<file path="src/rtl/ten_gig_eth_mac_0_rx_addr_filter.sv">
// Receive-side destination address filter: forwards unicast/broadcast/optional
// multicast or promiscuous frames, drains rejects and runts, counts both.
module ten_gig_eth_mac_0_rx_addr_filter #(
  parameter int COUNT_WIDTH = 32
) (
  input  logic                   rx_axis_fifo_aclk,
  input  logic                   rx_axis_fifo_areset,
  input  logic [63:0]            rx_axis_fifo_tdata,
  input  logic [7:0]             rx_axis_fifo_tkeep,
  input  logic                   rx_axis_fifo_tvalid,
  input  logic                   rx_axis_fifo_tlast,
  output logic                   rx_axis_fifo_tready,
  output logic [63:0]            rx_axis_client_tdata,
  output logic [7:0]             rx_axis_client_tkeep,
  output logic                   rx_axis_client_tvalid,
  output logic                   rx_axis_client_tlast,
  input  logic                   rx_axis_client_tready,
  input  logic [47:0]            unicast_addr,
  input  logic                   promiscuous,
  input  logic                   mcast_en,
  output logic [COUNT_WIDTH-1:0] frames_passed,
  output logic [COUNT_WIDTH-1:0] frames_dropped
);

  typedef enum logic [1:0] {IDLE, PASS, DROP} state_t;

  state_t      state, state_nxt;
  logic        hs, runt, pass_dec, beat_pass, start;
  logic [47:0] da;

  assign da   = rx_axis_fifo_tdata[47:0];
  assign hs   = rx_axis_fifo_tvalid && rx_axis_fifo_tready;
  assign runt = rx_axis_fifo_tlast && (rx_axis_fifo_tkeep[5:0] != 6'h3F);

  // Runt check overrides every pass condition, promiscuous included.
  assign pass_dec = !runt && (promiscuous ||
                              (da == unicast_addr) ||
                              (da == 48'hFFFF_FFFF_FFFF) ||
                              (mcast_en && da[0]));

  assign start     = hs && (state == IDLE);
  assign beat_pass = (start && pass_dec) || (hs && (state == PASS));

  always_comb begin
    state_nxt           = state;
    rx_axis_fifo_tready = !rx_axis_client_tvalid || rx_axis_client_tready;
    case (state)
      IDLE: if (hs && !rx_axis_fifo_tlast) state_nxt = pass_dec ? PASS : DROP;
      PASS: if (hs && rx_axis_fifo_tlast)  state_nxt = IDLE;
      DROP: begin
        rx_axis_fifo_tready = 1'b1;
        if (hs && rx_axis_fifo_tlast) state_nxt = IDLE;
      end
      default: state_nxt = IDLE;
    endcase
    if (rx_axis_fifo_areset) rx_axis_fifo_tready = 1'b0;
  end

  always_ff @(posedge rx_axis_fifo_aclk) begin
    if (rx_axis_fifo_areset) begin
      state                 <= IDLE;
      rx_axis_client_tdata  <= 64'h0;
      rx_axis_client_tkeep  <= 8'h0;
      rx_axis_client_tvalid <= 1'b0;
      rx_axis_client_tlast  <= 1'b0;
      frames_passed         <= '0;
      frames_dropped        <= '0;
    end else begin
      state <= state_nxt;
      if (beat_pass) begin
        rx_axis_client_tdata  <= rx_axis_fifo_tdata;
        rx_axis_client_tkeep  <= rx_axis_fifo_tkeep;
        rx_axis_client_tlast  <= rx_axis_fifo_tlast;
        rx_axis_client_tvalid <= 1'b1;
      end else if (rx_axis_client_tready) begin
        rx_axis_client_tvalid <= 1'b0;
      end
      // Counters stick at all-ones rather than wrapping.
      if (start && pass_dec && (frames_passed != '1))
        frames_passed <= frames_passed + 1'b1;
      if (start && !pass_dec && (frames_dropped != '1))
        frames_dropped <= frames_dropped + 1'b1;
    end
  end

endmodule

</file>
<file path="config.mk">
export PLATFORM = sky130hd
export DESIGN_NAME = ten_gig_eth_mac_0_rx_addr_filter
export DESIGN_NICKNAME = d
export VERILOG_FILES = /design/src/rtl/ten_gig_eth_mac_0_rx_addr_filter.sv
export SDC_FILE = /design/constraint.sdc
export NUM_CORES = 1
export LEC_CHECK = 0
export CAP_MARGIN = 30
export CORE_MARGIN = 5
export CORE_UTILIZATION = 48
export DETAILED_ROUTE_END_ITERATION = 12
export PLACE_DENSITY = 0.91
export SYNTH_ARGS = -nofsm -noshare
export SYNTH_HDL_FRONTEND = slang
export SYNTH_SLANG_ARGS = --single-unit
</file>
<file path="constraint.sdc">
create_clock -name rx_axis_fifo_aclk -period 7.5 [get_ports rx_axis_fifo_aclk]
set_input_delay 1.5 -clock rx_axis_fifo_aclk [delete_from_list [all_inputs] [get_ports rx_axis_fifo_aclk]]
set_output_delay 1.5 -clock rx_axis_fifo_aclk [all_outputs]
set_load 0.05 [all_outputs]
</file>
[Word level (Yosys, flattened, before mapping)]
Cells that the tools add are included.
Word-level totals
  flip-flop bits (word level): 140
  memories kept: 0
  logic and storage cells: 51
  bits in latches: 0
  bits in writable memories: 0
  output and inout port bits: 139
  ROM bits: 0
Cells by class
  muxes and demuxes: 8
  add/sub/neg operators: 2
  $lt $le $gt $ge: 0
  multipliers: 0
  bitwise operators: 0
  reductions and logical operators: 25
  divide/modulo/power cells: 0
  equality and inequality tests: 9
  shift operators: 0
Operators by type and width (number)
  $add A32 B1 Y32 const B: 2
  $ne A32 B32 Y1 const B: 2
  $eq A48 B48 Y1: 1
  $eq A48 B48 Y1 const B: 1
  $logic_and A1 B1 Y1: 12
  $mux W2: 3
  $ne A6 B6 Y1 const B: 1
  $logic_or A1 B1 Y1: 5
  $logic_not A1 Y1: 4
  $mux W1: 4
  $ne A2 B1 Y1 const B: 2
  $pmux W2 S2: 1
  $eq A2 B1 Y1 const B: 1
  $eq A2 B2 Y1 const B: 1
  $logic_not A2 Y1: 1
  $reduce_and A2 Y1: 1
  $reduce_bool A2 Y1: 1
  $reduce_or A2 Y1: 1

[Depth between registers and ports, before layout]
  word-level depth: 9
  gate-level depth with buffers: 12
  mapped depth without buffers: 9

[Worst setup path before layout]
OpenSTA, ideal clock, no wires.
  path type: input to output
  from: input rx_axis_fifo_areset
  to: output rx_axis_fifo_tready
  path slack: 3.065 ns
  data arrival time: 2.935 ns
  stages on the path: 5
  path buffers: 4
  cells stage by stage: buf_2 buf_1 clkbuf_1 clkbuf_1 nor2_1
Between the ends
  word-level cells in the longest chain between the ends: 1
RTL lines
  from (decl): line 7  | input logic rx_axis_fifo_areset,
  $mux W1: line 56  | if (rx_axis_fifo_areset) rx_axis_fifo_tready = 1'b0;
  to (decl): line 12  | output logic rx_axis_fifo_tready,
Every way passes these cells.

[Worst setup path after layout]
  from: input rx_axis_client_tready
  to: output rx_axis_fifo_tready
Between the ends
  word-level cells in the longest chain between the ends: 3
RTL lines
  from (decl): line 17  | input logic rx_axis_client_tready,
  $logic_or A1 B1 Y1: line 46  | rx_axis_fifo_tready = !rx_axis_client_tvalid || rx_axis_client_tready;
  $mux W1: line 47  | case (state)
  $mux W1: line 56
Every way passes these cells.

==> flow_summary.json <==
{
  "synthArstFlopShare_pct": 0,
  "grtUsageTotal_pct": 27.9,
  "gp_congestion": 0.909,
  "worst_ep_required_time_ns": 6.00,
  "cts_buffer_depth": 2,
  "place_ws_ns": 2.95,
  "final_util_pct": 72.7,
  "synth_common_cells": "dfxtp_1, nor2_1, mux2i_1, xnor2_1, a21oi_1",
  "cts_inserted_buffers": 17,
  "grt_max_degree": 85,
  "drv_cap": 0,
  "vias": 6885,
  "yosys_warnings": 0,
  "numPortBuffers": 265,
  "synth.cell_area_um2": 6760,
  "layout_setup_ws_ns": 2.93,
  "cp.arrival_ns": 3.07,
  "synth_area_leaders": "dfxtp_1, mux2i_1, xnor2_1",
  "dpl.hpwl_um": 17200,
  "power.share.switching_pct": 25.1,
  "core-area_um2": 13800,
  "hold_class": "register to register",
  "cts_tree": "built",
  "ys_dominant_reg_cell": "dfxtp_1",
  "syn_nets": 890,
  "gr-total-overflow": 0,
  "cts_setup_buffers": 0,
  "max-vdd-ir-drop_v": 0.000155,
  "drive_gt1_share_pct": 5.34,
  "muxShareOfSynthArea_pct": 13.1,
  "slew_viol_final": 0,
  "combPwrFrac_pct": 14.3,
  "clock.fmax_ghz": 0.219,
  "status": "complete, no violations",
  "hold_viol_final": 0,
  "totalWireLength_um": 23500,
  "synth_top_family_by_area": "simple AND/OR/NAND/NOR gates",
  "p_int_mw": 1.37,
  "cts.reportedPaths.clkPinSlew_ns": 0.05,
  "relSlewSlack_pct": 36.4,
  "route.detailed.drc": 0,
  "syn_inst": 758,
  "worst_pin_slew_ns": 0.949,
  "avgSynthCellArea_um2": 8.92,
  "synth_edf_count": 0,
  "switchingPower_uw": 458,
  "antenna_found_initial": 4,
  "dieWidth_um": 129,
  "crit_path_end_kind": "primary output",
  "fin_crit_ns": 4.57,
  "drt_iter0_drc": 513,
  "routed_via_density": 5.76,
  "pwr-share-clk_pct": 43.6,
  "synth_top_cell_by_area": "dfxtp_1",
  "synth_most_common_cell": "dfxtp_1",
  "setup_tns_ns": 0,
  "finalSetupViolCount": 0,
  "worstSetupPathType": "primary input to primary output",
  "cts_resized": 0,
  "critPathMaxFanout": 2,
  "ant_nets": 0,
  "grt_pass1_wl_um": 36100,
  "min_path_cells": 2,
  "seqPwrFrac_pct": 42.1,
  "dr.pass1.iters": 5,
  "synth-xor-area-share_pct": 6.34,
  "synth_seq_area_share_pct": 41.4,
  "placement_rows": 43,
  "htreeDepth": 4,
  "p_per_area_nw_per_um2": 182,
  "synth-adder-area-share_pct": 0.925,
  "fin_nets": 1131,
  "ys_types": 46,
  "numClockSinks": 140,
  "cts-root-buf": "clkbuf_16",
  "clock_skew_ns": 0.0109,
  "areaGrowthSynthToFinish_pct": 48.5,
  "yosys_register_bits": 140,
  "io_pins": 266,
  "clock_latency_ns": 0.42,
  "dieArea_um2": 16600,
  "reg2reg_slack_ns": 4.41,
  "rr_worst_depth": 10,
  "start_util_pct": 48.9,
  "die-height_um": 129,
  "synth_simple_gate_area_share_pct": 24.1,
  "grt_pass1_vias": 6842,
  "min_period_over_period_pct": 60.9,
  "rsz0062_at_grt": "false",
  "hold_buffers": 0,
  "wl_per_cell_um": 19.7,
  "power_leakage_nw": 3.83,
  "netlist.area_leader.share_pct": 41.4,
  "start_kind": "primary input",
  "synth_compound_area_share_pct": 10.1
}
[layout make-up]
type	count	area, um2
inverter	8	30.0
multi-input combinational	561	3710
antenna	4	10.0
clock inverter	6	61.3
tap	180	225
fill	943	3780
clock buffer	25	495
sequential	140	2800
timing repair buffer	271	2710
[critical path, stage by stage]
cell and delay, ns:
clkdlybuf4s50_1 0.41, nor3b_1 0.32, nor2_1 0.10, clkdlybuf4s50_1 0.73
[logic make-up after synthesis]
kind of cell             Yosys count
flip-flops                       140
adder cells (fa/ha/maj)            5
AO/OA/AOI/OAI                    108
multiplexers                      87
buffers and inverters             57
AND/OR/NAND/NOR                  312
XOR/XNOR                          49
[power groups by stage]
stage | sequential, mW | combinational, mW | clock [mW]
after floorplan | 0.826 | 0.0853 | 0
after global placement | 0.782 | 0.253 | 0
after detailed placement | 0.783 | 0.257 | 0
after CTS | 0.767 | 0.259 | 0.807
after global routing | 0.768 | 0.274 | 0.846
final | 0.767 | 0.261 | 0.796
[flip-flops by register name, summed over array words and instances, names as in the netlist]
register	count
rx_axis_client_tkeep	8
state	2
rx_axis_client_tdata	64
frames_passed	32
rx_axis_client_tlast	1
rx_axis_client_tvalid	1
frames_dropped	32
[cells in the final DEF (no fill, tap or decap), types with 2 or more instances in the layout]
cell	count
clkbuf_1	4
nor2_1	100
or4_1	28
ha_1	5
and2_1	2
o31ai_1	29
clkbuf_8	4
xnor2_1	48
clkinv_2	3
nand4_1	43
clkbuf_16	17
clkdlybuf4s50_1	264
nand2_1	35
buf_4	6
or3_1	11
a21oi_1	45
o311ai_0	3
nor3_1	6
nand3_1	29
nor4_1	17
nand2b_1	2
diode_2	4
or2_2	3
o21a_1	4
and4_1	4
dfxtp_1	140
and3_1	12
inv_1	7
o41ai_1	4
o31a_1	4
mux2_2	11
o21ai_0	13
mux2i_1	76
nor2b_1	12
[metrics by stage]
step	area, um2	hold WS, ns	instances	power [mW]
floorplan	6760	0.449	758	0.911
CTS	10000	0.490	1190	1.83
global route	10000	0.522	1195	1.89
global placement	9460	0.460	1159	1.03
detailed placement	9460	0.470	1159	1.04
finish	10000	0.483	1195	1.82
[path summary, 6_finish.rpt]
path	from	endpoint
hold reg to reg	state[1]$_SDFFE_PP0P_	state[1]$_SDFFE_PP0P_
setup / recovery	rx_axis_client_tready	rx_axis_fifo_tready
hold / removal	state[1]$_SDFFE_PP0P_	state[1]$_SDFFE_PP0P_
setup reg to reg	state[0]$_SDFFE_PP0P_	rx_axis_client_tdata[1]$_SDFFE_PP0P_
[per-layer routing]
layer,vias up,wire length (um),share of wire (%),GRT usage (%)
met3,72,1950,8.3,9.09
li1,3262,-,-,-
met4,0,1110,4.7,15.8
met5,-,0,0,0
met1,3244,8490,36,29.6
met2,307,12000,51,48.5
Note: power is estimated with default switching activity, not from simulation.
